`src/rtl/axi4_lite_arb_pkg.sv`:
```
// Shared types and constants for the 2:1 AXI4-lite arbiter.
package axi4_lite_arb_pkg;

    localparam int unsigned NUM_REQ = 2;

    typedef enum logic [2:0] {
        IDLE,
        WR_ADDR,
        WR_RESP,
        RD_ADDR,
        RD_DATA
    } arb_state_e;

    typedef logic gnt_idx_t;

    localparam logic [1:0] RESP_OKAY   = 2'b00;
    localparam logic [1:0] RESP_SLVERR = 2'b10;

endpackage

```
`src/rtl/axi4_lite_interface.sv`:
```
// AXI4-lite bundle without prot/strobe sidebands; master drives requests, slave drives responses.
interface axi4_lite_interface #(
    parameter int unsigned ADDRESS_WIDTH  = 32,
    parameter int unsigned REG_DATA_WIDTH = 32
);
    logic [ADDRESS_WIDTH-1:0]  awaddr;
    logic                      awvalid;
    logic                      awready;
    logic [REG_DATA_WIDTH-1:0] wdata;
    logic                      wvalid;
    logic                      wready;
    logic [1:0]                bresp;
    logic                      bvalid;
    logic                      bready;
    logic [ADDRESS_WIDTH-1:0]  araddr;
    logic                      arvalid;
    logic                      arready;
    logic [REG_DATA_WIDTH-1:0] rdata;
    logic [1:0]                rresp;
    logic                      rvalid;
    logic                      rready;

    modport master (
        output awaddr, awvalid, wdata, wvalid, bready, araddr, arvalid, rready,
        input  awready, wready, bresp, bvalid, arready, rdata, rresp, rvalid
    );

    modport slave (
        input  awaddr, awvalid, wdata, wvalid, bready, araddr, arvalid, rready,
        output awready, wready, bresp, bvalid, arready, rdata, rresp, rvalid
    );
endinterface

```
`src/rtl/axi4_lite_rr_arbiter.sv`:
```
// Two-requester round-robin picker; last_grant favours the other requester on contention.
module axi4_lite_rr_arbiter
    import axi4_lite_arb_pkg::*;
(
    input  logic               clk,
    input  logic               rst_n,
    input  logic [NUM_REQ-1:0] req,
    input  logic               en,
    output logic [NUM_REQ-1:0] gnt
);

    gnt_idx_t           last_grant_q;
    gnt_idx_t           last_grant_d;
    logic [NUM_REQ-1:0] pick;

    always_comb begin
        pick         = '0;
        last_grant_d = last_grant_q;
        unique case (req)
            2'b01:   pick = 2'b01;
            2'b10:   pick = 2'b10;
            2'b11:   pick = last_grant_q ? 2'b01 : 2'b10;
            default: pick = '0;
        endcase
        gnt = en ? pick : '0;
        if (gnt != '0) begin
            last_grant_d = gnt[1];
        end
    end

    // Reset to requester 1 so requester 0 wins the first contention.
    always_ff @(posedge clk or negedge rst_n) begin
        if (!rst_n) begin
            last_grant_q <= 1'b1;
        end else begin
            last_grant_q <= last_grant_d;
        end
    end

endmodule

```
`src/rtl/axi4_lite_arbiter_2to1.sv`:
```
// Shares one AXI4-lite slave between two masters, one transaction at a time,
// with a registered grant and combinational forwarding of the granted channels.
module axi4_lite_arbiter_2to1
    import axi4_lite_arb_pkg::*;
#(
    parameter int unsigned ADDRESS_WIDTH  = 32,
    parameter int unsigned REG_DATA_WIDTH = 32
) (
    input  logic                 axi4_lite_aclk,
    input  logic                 axi4_lite_aresetn,
    axi4_lite_interface.slave    m0_if,
    axi4_lite_interface.slave    m1_if,
    axi4_lite_interface.master   s_if
);

    arb_state_e         state_q, state_d;
    gnt_idx_t           gnt_idx_q, gnt_idx_d;
    logic               aw_done_q, aw_done_d;
    logic               w_done_q, w_done_d;
    logic [NUM_REQ-1:0] req;
    logic [NUM_REQ-1:0] gnt;
    logic               win_aw;

    logic                      sel_awvalid, sel_wvalid, sel_bready, sel_arvalid, sel_rready;
    logic [ADDRESS_WIDTH-1:0]  sel_awaddr, sel_araddr;
    logic [REG_DATA_WIDTH-1:0] sel_wdata;

    logic                      up_awready, up_wready, up_arready, up_bvalid, up_rvalid;
    logic [1:0]                up_bresp, up_rresp;
    logic [REG_DATA_WIDTH-1:0] up_rdata;

    assign req    = {m1_if.awvalid | m1_if.arvalid, m0_if.awvalid | m0_if.arvalid};
    assign win_aw = gnt[1] ? m1_if.awvalid : m0_if.awvalid;

    axi4_lite_rr_arbiter u_rr (
        .clk   (axi4_lite_aclk),
        .rst_n (axi4_lite_aresetn),
        .req   (req),
        .en    (state_q == IDLE),
        .gnt   (gnt)
    );

    // Requester-side signals of the currently granted master.
    always_comb begin
        sel_awvalid = gnt_idx_q ? m1_if.awvalid : m0_if.awvalid;
        sel_awaddr  = gnt_idx_q ? m1_if.awaddr  : m0_if.awaddr;
        sel_wvalid  = gnt_idx_q ? m1_if.wvalid  : m0_if.wvalid;
        sel_wdata   = gnt_idx_q ? m1_if.wdata   : m0_if.wdata;
        sel_bready  = gnt_idx_q ? m1_if.bready  : m0_if.bready;
        sel_arvalid = gnt_idx_q ? m1_if.arvalid : m0_if.arvalid;
        sel_araddr  = gnt_idx_q ? m1_if.araddr  : m0_if.araddr;
        sel_rready  = gnt_idx_q ? m1_if.rready  : m0_if.rready;
    end

    always_comb begin
        state_d    = state_q;
        gnt_idx_d  = gnt_idx_q;
        aw_done_d  = aw_done_q;
        w_done_d   = w_done_q;
        s_if.awvalid = 1'b0;
        s_if.awaddr  = '0;
        s_if.wvalid  = 1'b0;
        s_if.wdata   = '0;
        s_if.bready  = 1'b0;
        s_if.arvalid = 1'b0;
        s_if.araddr  = '0;
        s_if.rready  = 1'b0;
        up_awready = 1'b0;
        up_wready  = 1'b0;
        up_arready = 1'b0;
        up_bvalid  = 1'b0;
        up_bresp   = '0;
        up_rvalid  = 1'b0;
        up_rresp   = '0;
        up_rdata   = '0;

        unique case (state_q)
            IDLE: begin
                if (gnt != '0) begin
                    gnt_idx_d = gnt[1];
                    state_d   = win_aw ? WR_ADDR : RD_ADDR;
                end
            end
            WR_ADDR: begin
                // AW and W complete independently; a finished channel stays masked.
                if (!aw_done_q) begin
                    s_if.awvalid = sel_awvalid;
                    s_if.awaddr  = sel_awaddr;
                    up_awready   = s_if.awready;
                    aw_done_d    = sel_awvalid & s_if.awready;
                end
                if (!w_done_q) begin
                    s_if.wvalid = sel_wvalid;
                    s_if.wdata  = sel_wdata;
                    up_wready   = s_if.wready;
                    w_done_d    = sel_wvalid & s_if.wready;
                end
                if (aw_done_d && w_done_d) begin
                    state_d   = WR_RESP;
                    aw_done_d = 1'b0;
                    w_done_d  = 1'b0;
                end
            end
            WR_RESP: begin
                s_if.bready = sel_bready;
                up_bvalid   = s_if.bvalid;
                up_bresp    = s_if.bresp;
                if (s_if.bvalid && sel_bready) begin
                    state_d = IDLE;
                end
            end
            RD_ADDR: begin
                s_if.arvalid = sel_arvalid;
                s_if.araddr  = sel_araddr;
                up_arready   = s_if.arready;
                if (sel_arvalid && s_if.arready) begin
                    state_d = RD_DATA;
                end
            end
            RD_DATA: begin
                s_if.rready = sel_rready;
                up_rvalid   = s_if.rvalid;
                up_rresp    = s_if.rresp;
                up_rdata    = s_if.rdata;
                if (s_if.rvalid && sel_rready) begin
                    state_d = IDLE;
                end
            end
            default: state_d = IDLE;
        endcase
    end

    // Route responses only to the granted master; the other sees zeros.
    always_comb begin
        m0_if.awready = up_awready & ~gnt_idx_q;
        m0_if.wready  = up_wready  & ~gnt_idx_q;
        m0_if.arready = up_arready & ~gnt_idx_q;
        m0_if.bvalid  = up_bvalid  & ~gnt_idx_q;
        m0_if.rvalid  = up_rvalid  & ~gnt_idx_q;
        m0_if.bresp   = gnt_idx_q ? 2'b00 : up_bresp;
        m0_if.rresp   = gnt_idx_q ? 2'b00 : up_rresp;
        m0_if.rdata   = gnt_idx_q ? '0 : up_rdata;
        m1_if.awready = up_awready & gnt_idx_q;
        m1_if.wready  = up_wready  & gnt_idx_q;
        m1_if.arready = up_arready & gnt_idx_q;
        m1_if.bvalid  = up_bvalid  & gnt_idx_q;
        m1_if.rvalid  = up_rvalid  & gnt_idx_q;
        m1_if.bresp   = gnt_idx_q ? up_bresp : 2'b00;
        m1_if.rresp   = gnt_idx_q ? up_rresp : 2'b00;
        m1_if.rdata   = gnt_idx_q ? up_rdata : '0;
    end

    always_ff @(posedge axi4_lite_aclk or negedge axi4_lite_aresetn) begin
        if (!axi4_lite_aresetn) begin
            state_q   <= IDLE;
            gnt_idx_q <= 1'b0;
            aw_done_q <= 1'b0;
            w_done_q  <= 1'b0;
        end else begin
            state_q   <= state_d;
            gnt_idx_q <= gnt_idx_d;
            aw_done_q <= aw_done_d;
            w_done_q  <= w_done_d;
        end
    end

endmodule
```
`src/flat_wrapper.sv`:
```
// flat-port wrapper written by rule: the top's interface ports become plain ports
module axi4_lite_arbiter_2to1_flat import axi4_lite_arb_pkg::*;
#(
    parameter int unsigned ADDRESS_WIDTH  = 32,
    parameter int unsigned REG_DATA_WIDTH = 32
)
  (axi4_lite_aclk, axi4_lite_aresetn, m0_if_awaddr, m0_if_awvalid, m0_if_wdata, m0_if_wvalid, m0_if_bready, m0_if_araddr, m0_if_arvalid, m0_if_rready, m0_if_awready, m0_if_wready, m0_if_bresp, m0_if_bvalid, m0_if_arready, m0_if_rdata, m0_if_rresp, m0_if_rvalid, m1_if_awaddr, m1_if_awvalid, m1_if_wdata, m1_if_wvalid, m1_if_bready, m1_if_araddr, m1_if_arvalid, m1_if_rready, m1_if_awready, m1_if_wready, m1_if_bresp, m1_if_bvalid, m1_if_arready, m1_if_rdata, m1_if_rresp, m1_if_rvalid, s_if_awaddr, s_if_awvalid, s_if_wdata, s_if_wvalid, s_if_bready, s_if_araddr, s_if_arvalid, s_if_rready, s_if_awready, s_if_wready, s_if_bresp, s_if_bvalid, s_if_arready, s_if_rdata, s_if_rresp, s_if_rvalid);
  axi4_lite_interface #(.ADDRESS_WIDTH(ADDRESS_WIDTH), .REG_DATA_WIDTH(REG_DATA_WIDTH)) m0_if_i ();
  axi4_lite_interface #(.ADDRESS_WIDTH(ADDRESS_WIDTH), .REG_DATA_WIDTH(REG_DATA_WIDTH)) m1_if_i ();
  axi4_lite_interface #(.ADDRESS_WIDTH(ADDRESS_WIDTH), .REG_DATA_WIDTH(REG_DATA_WIDTH)) s_if_i ();
  input  logic axi4_lite_aclk;
  input  logic axi4_lite_aresetn;
  input wire logic [$bits(m0_if_i.awaddr)-1:0] m0_if_awaddr;
  input wire logic [$bits(m0_if_i.awvalid)-1:0] m0_if_awvalid;
  input wire logic [$bits(m0_if_i.wdata)-1:0] m0_if_wdata;
  input wire logic [$bits(m0_if_i.wvalid)-1:0] m0_if_wvalid;
  input wire logic [$bits(m0_if_i.bready)-1:0] m0_if_bready;
  input wire logic [$bits(m0_if_i.araddr)-1:0] m0_if_araddr;
  input wire logic [$bits(m0_if_i.arvalid)-1:0] m0_if_arvalid;
  input wire logic [$bits(m0_if_i.rready)-1:0] m0_if_rready;
  output wire logic [$bits(m0_if_i.awready)-1:0] m0_if_awready;
  output wire logic [$bits(m0_if_i.wready)-1:0] m0_if_wready;
  output wire logic [$bits(m0_if_i.bresp)-1:0] m0_if_bresp;
  output wire logic [$bits(m0_if_i.bvalid)-1:0] m0_if_bvalid;
  output wire logic [$bits(m0_if_i.arready)-1:0] m0_if_arready;
  output wire logic [$bits(m0_if_i.rdata)-1:0] m0_if_rdata;
  output wire logic [$bits(m0_if_i.rresp)-1:0] m0_if_rresp;
  output wire logic [$bits(m0_if_i.rvalid)-1:0] m0_if_rvalid;
  input wire logic [$bits(m1_if_i.awaddr)-1:0] m1_if_awaddr;
  input wire logic [$bits(m1_if_i.awvalid)-1:0] m1_if_awvalid;
  input wire logic [$bits(m1_if_i.wdata)-1:0] m1_if_wdata;
  input wire logic [$bits(m1_if_i.wvalid)-1:0] m1_if_wvalid;
  input wire logic [$bits(m1_if_i.bready)-1:0] m1_if_bready;
  input wire logic [$bits(m1_if_i.araddr)-1:0] m1_if_araddr;
  input wire logic [$bits(m1_if_i.arvalid)-1:0] m1_if_arvalid;
  input wire logic [$bits(m1_if_i.rready)-1:0] m1_if_rready;
  output wire logic [$bits(m1_if_i.awready)-1:0] m1_if_awready;
  output wire logic [$bits(m1_if_i.wready)-1:0] m1_if_wready;
  output wire logic [$bits(m1_if_i.bresp)-1:0] m1_if_bresp;
  output wire logic [$bits(m1_if_i.bvalid)-1:0] m1_if_bvalid;
  output wire logic [$bits(m1_if_i.arready)-1:0] m1_if_arready;
  output wire logic [$bits(m1_if_i.rdata)-1:0] m1_if_rdata;
  output wire logic [$bits(m1_if_i.rresp)-1:0] m1_if_rresp;
  output wire logic [$bits(m1_if_i.rvalid)-1:0] m1_if_rvalid;
  output wire logic [$bits(s_if_i.awaddr)-1:0] s_if_awaddr;
  output wire logic [$bits(s_if_i.awvalid)-1:0] s_if_awvalid;
  output wire logic [$bits(s_if_i.wdata)-1:0] s_if_wdata;
  output wire logic [$bits(s_if_i.wvalid)-1:0] s_if_wvalid;
  output wire logic [$bits(s_if_i.bready)-1:0] s_if_bready;
  output wire logic [$bits(s_if_i.araddr)-1:0] s_if_araddr;
  output wire logic [$bits(s_if_i.arvalid)-1:0] s_if_arvalid;
  output wire logic [$bits(s_if_i.rready)-1:0] s_if_rready;
  input wire logic [$bits(s_if_i.awready)-1:0] s_if_awready;
  input wire logic [$bits(s_if_i.wready)-1:0] s_if_wready;
  input wire logic [$bits(s_if_i.bresp)-1:0] s_if_bresp;
  input wire logic [$bits(s_if_i.bvalid)-1:0] s_if_bvalid;
  input wire logic [$bits(s_if_i.arready)-1:0] s_if_arready;
  input wire logic [$bits(s_if_i.rdata)-1:0] s_if_rdata;
  input wire logic [$bits(s_if_i.rresp)-1:0] s_if_rresp;
  input wire logic [$bits(s_if_i.rvalid)-1:0] s_if_rvalid;
  assign m0_if_i.awaddr = m0_if_awaddr;
  assign m0_if_i.awvalid = m0_if_awvalid;
  assign m0_if_i.wdata = m0_if_wdata;
  assign m0_if_i.wvalid = m0_if_wvalid;
  assign m0_if_i.bready = m0_if_bready;
  assign m0_if_i.araddr = m0_if_araddr;
  assign m0_if_i.arvalid = m0_if_arvalid;
  assign m0_if_i.rready = m0_if_rready;
  assign m0_if_awready = m0_if_i.awready;
  assign m0_if_wready = m0_if_i.wready;
  assign m0_if_bresp = m0_if_i.bresp;
  assign m0_if_bvalid = m0_if_i.bvalid;
  assign m0_if_arready = m0_if_i.arready;
  assign m0_if_rdata = m0_if_i.rdata;
  assign m0_if_rresp = m0_if_i.rresp;
  assign m0_if_rvalid = m0_if_i.rvalid;
  assign m1_if_i.awaddr = m1_if_awaddr;
  assign m1_if_i.awvalid = m1_if_awvalid;
  assign m1_if_i.wdata = m1_if_wdata;
  assign m1_if_i.wvalid = m1_if_wvalid;
  assign m1_if_i.bready = m1_if_bready;
  assign m1_if_i.araddr = m1_if_araddr;
  assign m1_if_i.arvalid = m1_if_arvalid;
  assign m1_if_i.rready = m1_if_rready;
  assign m1_if_awready = m1_if_i.awready;
  assign m1_if_wready = m1_if_i.wready;
  assign m1_if_bresp = m1_if_i.bresp;
  assign m1_if_bvalid = m1_if_i.bvalid;
  assign m1_if_arready = m1_if_i.arready;
  assign m1_if_rdata = m1_if_i.rdata;
  assign m1_if_rresp = m1_if_i.rresp;
  assign m1_if_rvalid = m1_if_i.rvalid;
  assign s_if_awaddr = s_if_i.awaddr;
  assign s_if_awvalid = s_if_i.awvalid;
  assign s_if_wdata = s_if_i.wdata;
  assign s_if_wvalid = s_if_i.wvalid;
  assign s_if_bready = s_if_i.bready;
  assign s_if_araddr = s_if_i.araddr;
  assign s_if_arvalid = s_if_i.arvalid;
  assign s_if_rready = s_if_i.rready;
  assign s_if_i.awready = s_if_awready;
  assign s_if_i.wready = s_if_wready;
  assign s_if_i.bresp = s_if_bresp;
  assign s_if_i.bvalid = s_if_bvalid;
  assign s_if_i.arready = s_if_arready;
  assign s_if_i.rdata = s_if_rdata;
  assign s_if_i.rresp = s_if_rresp;
  assign s_if_i.rvalid = s_if_rvalid;
  axi4_lite_arbiter_2to1 #(.ADDRESS_WIDTH(ADDRESS_WIDTH), .REG_DATA_WIDTH(REG_DATA_WIDTH)) u_core (.axi4_lite_aclk(axi4_lite_aclk), .axi4_lite_aresetn(axi4_lite_aresetn), .m0_if(m0_if_i), .m1_if(m1_if_i), .s_if(s_if_i));
endmodule
```
`config.mk`:
```
export PLATFORM = sky130hd
export DESIGN_NAME = axi4_lite_arbiter_2to1_flat
export DESIGN_NICKNAME = d
export VERILOG_FILES = /design/src/rtl/axi4_lite_arb_pkg.sv /design/src/rtl/axi4_lite_interface.sv /design/src/rtl/axi4_lite_rr_arbiter.sv /design/src/rtl/axi4_lite_arbiter_2to1.sv /design/src/flat_wrapper.sv
export SDC_FILE = /design/constraint.sdc
export NUM_CORES = 1
export LEC_CHECK = 0
export CELL_PAD_IN_SITES_DETAIL_PLACEMENT = 0
export CELL_PAD_IN_SITES_GLOBAL_PLACEMENT = 1
export CORE_AREA = 3 3 167 169
export CTS_CLUSTER_DIAMETER = 40
export DETAILED_ROUTE_END_ITERATION = 16
export DIE_AREA = 0 0 170 172
export HOLD_SLACK_MARGIN = 0.06
export PLACE_DENSITY_LB_ADDON = 0.08
export SETUP_SLACK_MARGIN = 0.2
export SLEW_MARGIN = 10
export SYNTH_ARGS = -nofsm -noshare
export SYNTH_HDL_FRONTEND = slang
export SYNTH_HIERARCHICAL = 1
export SYNTH_SLANG_ARGS = --single-unit
export TNS_END_PERCENT = 5
```
`constraint.sdc`:
```
create_clock -name axi4_lite_aclk -period 4 [get_ports axi4_lite_aclk]
set_input_delay 0.8 -clock axi4_lite_aclk [delete_from_list [all_inputs] [get_ports axi4_lite_aclk]]
set_output_delay 0.8 -clock axi4_lite_aclk [all_outputs]
set_load 0.02 [all_outputs]
```
Yosys cells after proc, flatten, opt, wreduce, memory -nomap -nowiden
Cells that the tools add are included.
W data, S select, Z words.
{"block": "word_totals", "regBits": 7, "wordCells": 93}
{"block": "op_classes", "n_eq_ne": 12, "mux": 53, "bitwise_logic": 15, "n_reduce_logical": 8}
{"op": "$mux W32", "count": 11}
{"op": "$mux W1", "count": 26}
{"op": "$mux W2", "count": 9}
{"op": "$mux W3", "count": 5}
{"op": "$pmux W3 S5", "count": 1}
{"op": "$and A1 B1 Y1", "count": 12}
{"op": "$ne A2 B1 Y1 const B", "count": 5}
{"op": "$eq A3 B2 Y1 const B", "count": 2}
{"op": "$pmux W2 S3", "count": 1}
{"op": "$reduce_and A5 Y1", "count": 1}
{"op": "$eq A2 B2 Y1 const B", "count": 2}
{"op": "$logic_and A1 B1 Y1", "count": 4}
{"op": "$eq A3 B1 Y1 const B", "count": 1}
{"op": "$eq A3 B3 Y1 const B", "count": 1}
{"op": "$logic_not A3 Y1", "count": 1}
{"op": "$eq A2 B1 Y1 const B", "count": 1}
{"op": "$or A1 B1 Y1", "count": 2}
{"op": "$reduce_and A2 Y1", "count": 1}
{"op": "$reduce_bool A2 Y1", "count": 1}
{"op": "$not A1 Y1", "count": 1}

Longest topological paths before layout
Gate-level depths: netlist (run 1).
{"block": "logic_depth", "ltp_word": 8, "depth_mapped": 9, "mapped_depth_nobuf": 8}

Cells and area by module
The synthesis (run 1) kept the hierarchy.
{"mod": "axi4_lite_arbiter_2to1", "n_inst": 1, "cells_per_inst": 372, "area_each_um2": 2488.6, "seq_area_each_um2": 150.1}
{"mod": "axi4_lite_rr_arbiter", "n_inst": 1, "cells_per_inst": 8, "area_each_um2": 62.6, "seq_area_each_um2": 26.3}

Worst setup path after synthesis (run 1)
OpenSTA, ideal clock, no wires.
{"block": "synth_path", "kind": "flip-flop to output port", "startpoint": "register u_core.state_q[1]", "endpoint": "output s_if_awaddr[10]", "arrival_time_ns": 1.644, "required_ns": 3.200, "setup_slack_ns": 1.556, "path_stages_with_launch": 6, "path_cell_list": "dfrtp_1 -> buf_6 -> or4b_4 -> buf_6 -> clkbuf_1 -> nor2_1"}
{"block": "synth_between", "elab_chain_cells": 2}
{"element": "start: declaration", "line": "axi4_lite_arbiter_2to1.sv:16", "source": "arb_state_e state_q, state_d;"}
{"element": "start signal: assignment", "line": "axi4_lite_arbiter_2to1.sv:160", "source": "state_q <= state_d;"}
{"element": "$eq A3 B1 Y1", "line": "axi4_lite_arbiter_2to1.sv:77", "source": "unique case (state_q)"}
{"element": "$mux W32", "line": "axi4_lite_arbiter_2to1.sv:77"}
{"element": "end: declaration", "line": "flat_wrapper.sv:45", "source": "output wire logic [$bits(s_if_i.awaddr)-1:0] s_if_awaddr;"}
No other way between the ends.

Worst setup path after layout (run 1)
{"block": "layout_path", "startpoint": "register u_core.state_q[1]", "endpoint": "output m1_if_wready"}
{"block": "layout_between", "elab_chain_cells": 3}
{"element": "$eq A3 B1 Y1", "line": "axi4_lite_arbiter_2to1.sv:77"}
{"element": "$mux W1", "line": "axi4_lite_arbiter_2to1.sv:77"}
{"element": "$and A1 B1 Y1", "line": "axi4_lite_arbiter_2to1.sv:144", "source": "m1_if.wready = up_wready & gnt_idx_q;"}
{"element": "end: declaration", "line": "flat_wrapper.sv:38", "source": "output wire logic [$bits(m1_if_i.wready)-1:0] m1_if_wready;"}
No other way between the ends.

==> results by group, run 1 <==
Outcome
  • Status: complete, no violations

Place
  • Placed Cells: 1122
  • Gpl congestion: 0.786
  • Dpl cell area: 0.00717 mm2
  • Post-DP HPWL: 17000 um
  • Pre-CTS WS: 0.606 ns
  • Count of input and output buffers: 427

Setup path
  • Cell at the slowest stage of the critical path: clkdlybuf4s50_1
  • Startpoint types: register
  • Worst EP arrival: 2.58 ns
  • Critical path data required time: 3.20 ns
  • CP cell instances: or4b_1 > buf_4 > nor3_1 > clkdlybuf4s50_1
  • CP Capture Type: output pin
  • Crit Path Max Fanout: 36
  • Bufs and invs on worst path: 2
  • CP delay by family, top: buffers and inverters
  • Setup CP Type: register to output pin
  • Max stage delay on crit path: 0.72 ns

Routing
  • Antenna viol nets, final: 0
  • WL final: 19900 um
  • Vias: 4174
  • DRC Markers: 0
  • DR WL/cell: 17.6 um
  • Initial DRC count: 88
  • Avg Vias per Cell: 3.70
  • Detailed Routing Iterations Pass 1: 4

STA
  • RSZ-0062 raised after global routing: no
  • Achievable Freq: 295 MHz
  • Final critical-path required period: 3.38 ns
  • Hold_ws: 0.503 ns
  • Period utilization: 84.6%
  • Relative slew slack: 42.2%
  • Worst Max-Slew Pin Slew: 0.867 ns
  • Post-Route Setup TNS: 0 ns
  • Final Setup Violations: 0
  • Final max-slew violation count: 0
  • Clock Skew: 0.00249 ns
  • Post-route setup slack: 0.615 ns
  • Final Hold Viols: 0

Clock network
  • Maximum clock insertion buffer count: 2
  • CTS clk-pin slew, worst paths: 0.03 ns
  • Post-CTS sizing: 0
  • Clock root buffer: clkbuf_16
  • CTS buffer count: 3
  • Cts hold-fix bufs: 0
  • Setup Fix Bufs, Post-CTS: 0
  • Max H-tree Level: 1
  • Latest clock arrival within the worst-skew pair: 0.23 ns
  • Sink Count: 7
  • CTS tree: yes

Pwr
  • Cell Pwr Density: 405 mW/mm2
  • Final Power: 2.94 mW
  • Worst-case vdd ir drop: 356 uV
  • P_leak: 2.82 nW

Synthesis
  • Synth Flop Type: dfrtp_1
  • Post-synth EDFFs: 0
  • Asr flop ratio synth: 100%
  • Sequential cell area fraction in the yosys report: 6.92%
  • Mapped Nets: 625
  • Netlist Area Pre-Place: 0.00255 mm2
  • Synth Instances: 380
  • Area contributors post-synth: mux2i_1 40%, and2_1 17%, nor2_1 15%
  • Syn. warnings: 6
  • Post-synth top area share: 40.0%
  • Cell taking the most area after synthesis: mux2i_1
  • FF+latch count, synth: 7
  • Mean cell area of the mapped netlist: 6.71 um2
  • Unique masters post-synth: 31

Floorplanning
  • Top Ports: 428
  • Die Wd: 170 um
  • DIE AREA: 0.0292 mm2
  • Initial core utilization: 9.55%
  • Core Box Area: 0.0267 mm2
  • Site Rows: 60
  • Die Span Y: 172 um

Cells and area
  • Layout area overhead: 185%
  • Final core occ: 27.2%
  • Reg area: 180 um2
  • Area occupied by multi-input gates: 0.00220 mm2
  • Final nets: 1031
  • Fillcell total: 2887
  • Final Cell Area: 0.00726 mm2
  • Non-filler instance count after layout: 1128
  • Share of cells above drive strength 1: 2.42%

Global route
  • Initial antenna violation count: 2
  • Vias in the first global route: 4143
  • First-pass GRT wire length: 26800 um
  • Largest net degree at the start of global routing: 100
  • Gr ovfl total: 0
  • All-Layer GR Usage: 12.0%

Min path
  • Worst Hold Class: register to register

Flow run
  • Max Cap Viol: 0
-- worst reg2reg max path, stage by stage (launching register included) --
cell and delay, ns:
dfrtp_1 0.45, buf_4 0.22, or3_1 0.43, inv_1 0.14, nand2_1 0.10, a21oi_1 0.27
nor3_1 0.10, and4b_4 0.37, o21ai_2 0.06, mux2_1 0.30
-- kinds of logic (layout without fill, tap and decap cells) --
logic type / after synthesis / count (layout) / synth area share (%)
simple gates: 212 / 212 / 40.9
mux: 103 / 103 / 40.5
buf+inv: 41 / 446 / 7.16
compound gates: 17 / 17 / 4.56
flops: 7 / 7 / 6.92
other cells: 0 / 2 / 0
-- flip-flops by register name (all words and copies together) (netlist names) --
signal and cells:
u_core/state_q 3, u_core/aw_done_q 1, u_core/gnt_idx_q 1, u_core/u_rr/last_grant_q 1, u_core/w_done_q 1
-- metal layers --
metal	share of wire, %	track usage [%]	wire (um)	up-vias
met5	0.14	0	27	-
met2	53	23.1	10600	224
met1	34	12.6	6840	1855
met3	11	4.37	2200	12
met4	0.95	2.01	189	4
li1	-	-	-	2079
-- path summary, 6_finish.rpt --
path / startpoint / endpoint / slack (ns) / cells after the start
min in group asynchronous: axi4_lite_aresetn / u_core/w_done_q$_DFFE_PN0P_ / 0.84 / 1
worst min-delay path: u_core/u_rr/last_grant_q$_DFFE_PN1P_ / u_core/u_rr/last_grant_q$_DFFE_PN1P_ / 0.50 / 2
max in group asynchronous: axi4_lite_aresetn / u_core/u_rr/last_grant_q$_DFFE_PN1P_ / 2.86 / 1
worst max register to register: u_core/state_q[0]$_DFFE_PN0P_ / u_core/state_q[1]$_DFFE_PN0P_ / 1.44 / 9
worst max-delay path: u_core/state_q[1]$_DFFE_PN0P_ / m1_if_wready / 0.62 / 4
worst min register to register: u_core/u_rr/last_grant_q$_DFFE_PN1P_ / u_core/u_rr/last_grant_q$_DFFE_PN1P_ / 0.50 / 2
-- power by group --
part,switching [mW],leakage [nW],total [mW],internal (mW)
clock,0.0386,0.0382,0.171,0.133
sequential,0.0703,0.0847,0.182,0.112
combinational,1.34,2.70,2.59,1.25
total,1.45,2.82,2.94,1.49
-- cell usage in the layout (no fill, tap or decap), drive strengths merged --
| master | count |
|---|---|
| o21a | 2 |
| dfstp | 1 |
| buf | 6 |
| nand2 | 7 |
| or4b | 2 |
| nor2 | 105 |
| mux2i | 102 |
| dfrtp | 6 |
| or2 | 2 |
| o21bai | 3 |
| nand3b | 1 |
| and3 | 1 |
| nor2b | 1 |
| or3 | 1 |
| clkbuf | 4 |
| diode | 2 |
| and2 | 71 |
| nor3 | 18 |
| mux2 | 1 |
| clkdlybuf4s50 | 427 |
| a21boi | 1 |
| a22o | 1 |
| a32o | 1 |
| nand2b | 2 |
| a21oi | 7 |
| and4b | 1 |
| o21ai | 2 |
| inv | 9 |
-- Yosys cell counts (2+ instances only) --
library cell	number
mux2i_1	102
nor2_1	105
nor3_1	18
o21a_1	2
a21oi_1	6
clkbuf_1	15
buf_1	4
inv_1	9
nand2_1	7
buf_6	2
o21bai_1	3
or2_2	2
and2_1	71
nand2b_1	2
buf_2	11
dfrtp_1	6
-- layout make-up --
cell class,instances,share of cell area [%]
Antenna cell,2,0.0690
Clock buffer,4,1.09
Inverter,9,0.465
Multi-Input combinational cell,332,30.3
Sequential cell,7,2.48
Tap cell,341,5.88
Timing Repair Buffer,433,59.7
Note: power is estimated with default switching activity, not from simulation.
==> inputs of run 2 (changes only) <==
Settings changed: CORE_AREA 3 3 167 169 to 3 3 164 166, DIE_AREA 0 0 170 172 to 0 0 167 169.
Clock period 4 ns to 3.3 ns, I/O delays scaled along.
==> run 2 against run 1 <==
Against the previous run:
- worst hold slack lost 0.0099 ns
- first-iteration DRC count did not move
- flip-flop and latch count unchanged
- final area stayed put
- via count rose by 1.9%
- largest cell class unchanged
==> results by group, run 2 (synthesis results as in run 1) <==
Cells and area
  • Layout area overhead: 185%
  • Antenna Cells: 0
  • Biggest register: u_core/state_q
  • Final nets: 1033
  • Commonest non-fill, non-tap cell in the layout: clkdlybuf4s50_1
  • Share of cells above drive strength 1: 3.81%
  • Max FFs per register: 3
  • Commonest non-fill, non-tap cells in the layout: 419 x clkdlybuf4s50_1, 105 x nor2_1, 102 x mux2i_1, 71 x and2_1, 16 x nor3_1

Floorplanning
  • Core Box Area: 0.0258 mm2
  • Die Span Y: 169 um
  • Top Ports: 428
  • Site Rows: 59
  • Die Wd: 167 um
  • DIE AREA: 0.0282 mm2
  • Initial core utilization: 9.90%

Setup path
  • Bufs and invs on worst path: 1
  • Crit Path Max Fanout: 36
  • Startpoint types: register
  • R2R depth: 9
  • Cell at the slowest stage of the critical path: or4b_4
  • Setup CP Type: register to output pin
  • Critical path data required time: 2.64 ns
  • CP Capture Type: output pin
  • Worst EP arrival: 2.34 ns
  • CP cell instances: or4b_4 > nor3_1 > clkdlybuf4s50_1
  • Max stage delay on crit path: 0.80 ns
  • CP delay by family, top: simple AND/OR/NAND/NOR gates
  • Critical Path Stages: 3

Routing
  • Detailed Routing Iterations Pass 1: 4
  • Initial DRC count: 88
  • Antenna viol nets, final: 0
  • WL final: 19700 um
  • DR WL/cell: 17.6 um
  • Vias: 4252
  • Avg Vias per Cell: 3.79
  • DRC Markers: 0

Clock network
  • Cts hold-fix bufs: 0
  • CTS clk-pin slew, worst paths: 0.04 ns
  • Clock root buffer: clkbuf_16
  • Latest clock arrival within the worst-skew pair: 0.23 ns
  • Maximum clock insertion buffer count: 2
  • Sink Count: 7
  • Setup Fix Bufs, Post-CTS: 0
  • Post-CTS sizing: 0
  • CTS tree: yes
  • CTS buffer count: 3
  • Max H-tree Level: 1

Place
  • Gpl congestion: 0.815
  • Post-DP HPWL: 16900 um
  • Pre-CTS WS: 0.514 ns
  • Count of input and output buffers: 427

STA
  • Achievable Freq: 333 MHz
  • Final Setup Violations: 0
  • Relative slew slack: 71.3%
  • Final max-slew violation count: 0
  • Final critical-path required period: 3.00 ns
  • Clock Skew: 0.00269 ns
  • Period utilization: 91.0%
  • RSZ-0062 raised after global routing: yes
  • Worst Max-Slew Pin Slew: 0.419 ns
  • Post-route setup slack: 0.298 ns
  • Post-Route Setup TNS: 0 ns
  • Final Hold Viols: 0

Global route
  • First-pass GRT wire length: 28500 um
  • Gr ovfl total: 0
  • Largest net degree at the start of global routing: 52
  • Vias in the first global route: 4473
  • All-Layer GR Usage: 12.9%
  • Initial antenna violation count: 0

Pwr
  • P_leak: 2.85 nW
  • Comb pwr share: 88.6%
  • Worst-case vdd ir drop: 265 uV
  • Cell Pwr Density: 493 mW/mm2
  • Power share of the sequential group: 5.5%
  • Net Switching: 1.77 mW
  • Clock power frac: 5.8%
  • Net Sw Frac: 49.5%
  • Internal power: 1.81 mW

Flow run
  • Max Cap Viol: 0

Outcome
  • Status: complete, no violations

Min path
  • WHS Path Cells: 2
  • Worst Hold Class: register to register
[run 2: changes by cell type in the layout (fill, tap and decap cells not counted)]
cell,before,now
clkinv_2,0,1
diode_2,2,0
buf_6,0,1
buf_4,5,13
clkdlybuf4s50_1,427,419
buf_12,1,2
clkbuf_1,1,0
[run 2: power groups by stage]
stage / clock [mW] / sequential (mW) / combinational [mW]
floorplan: 0 / 0.150 / 1.85
global placement: 0 / 0.198 / 3.20
detailed placement: 0 / 0.204 / 3.22
CTS: 0.213 / 0.202 / 3.23
global route: 0.221 / 0.213 / 3.41
finish: 0.208 / 0.198 / 3.17
[run 2: path summary, 6_finish.rpt]
kind | from | endpoint | slack [ns]
max | u_core/state_q[1]$_DFFE_PN0P_ | m0_if_awready | 0.30
min | u_core/u_rr/last_grant_q$_DFFE_PN1P_ | u_core/u_rr/last_grant_q$_DFFE_PN1P_ | 0.49
max reg2reg | u_core/state_q[0]$_DFFE_PN0P_ | u_core/state_q[1]$_DFFE_PN0P_ | 0.77
min reg2reg | u_core/u_rr/last_grant_q$_DFFE_PN1P_ | u_core/u_rr/last_grant_q$_DFFE_PN1P_ | 0.49
max in group asynchronous | axi4_lite_aresetn | u_core/u_rr/last_grant_q$_DFFE_PN1P_ | 2.28
min in group asynchronous | axi4_lite_aresetn | u_core/state_q[2]$_DFFE_PN0P_ | 0.71
[run 2: stage by stage]
step / power [mW] / cell area [um2] / util [%] / hold slack [ns] / cells
2_1_floorplan: 2.00 / 2550 / - / 0.364 / 380
3_3_place_gp: 3.40 / 7170 / 27.8 / 0.486 / 1118
3_5_place_dp: 3.42 / 7170 / 27.8 / 0.491 / 1118
4_1_cts: 3.64 / 7250 / 28.2 / 0.496 / 1122
5_1_grt: 3.84 / 7260 / 28.2 / 0.523 / 1122
6_report: 3.58 / 7260 / 28.2 / 0.493 / 1122
[run 2: routing by layer]
layer	vias to the layer above	global-route usage, %	part of all wire, %
met1	1922	13.7	37
li1	2077	-	-
met4	0	1.26	0.73
met3	6	4.30	8.9
met2	247	25.5	53
met5	-	0	0
[run 2: worst register-to-register path, delay by kind of cell (launching register included)]
kind | cells | cell delay (ns)
simple gates | 4 | 1.03
flops | 1 | 0.37
buf+inv | 2 | 0.34
compound gates | 2 | 0.36
mux | 1 | 0.32
[run 2: layout make-up]
cell class / instances / area [um2]
clock inverter: 1 / 5.00
timing repair buffer: 435 / 4340
multi-input combinational: 332 / 2200
inverter: 9 / 33.8
clock buffer: 3 / 75.1
fill: 2781 / 18500
tap: 335 / 419
sequential: 7 / 180
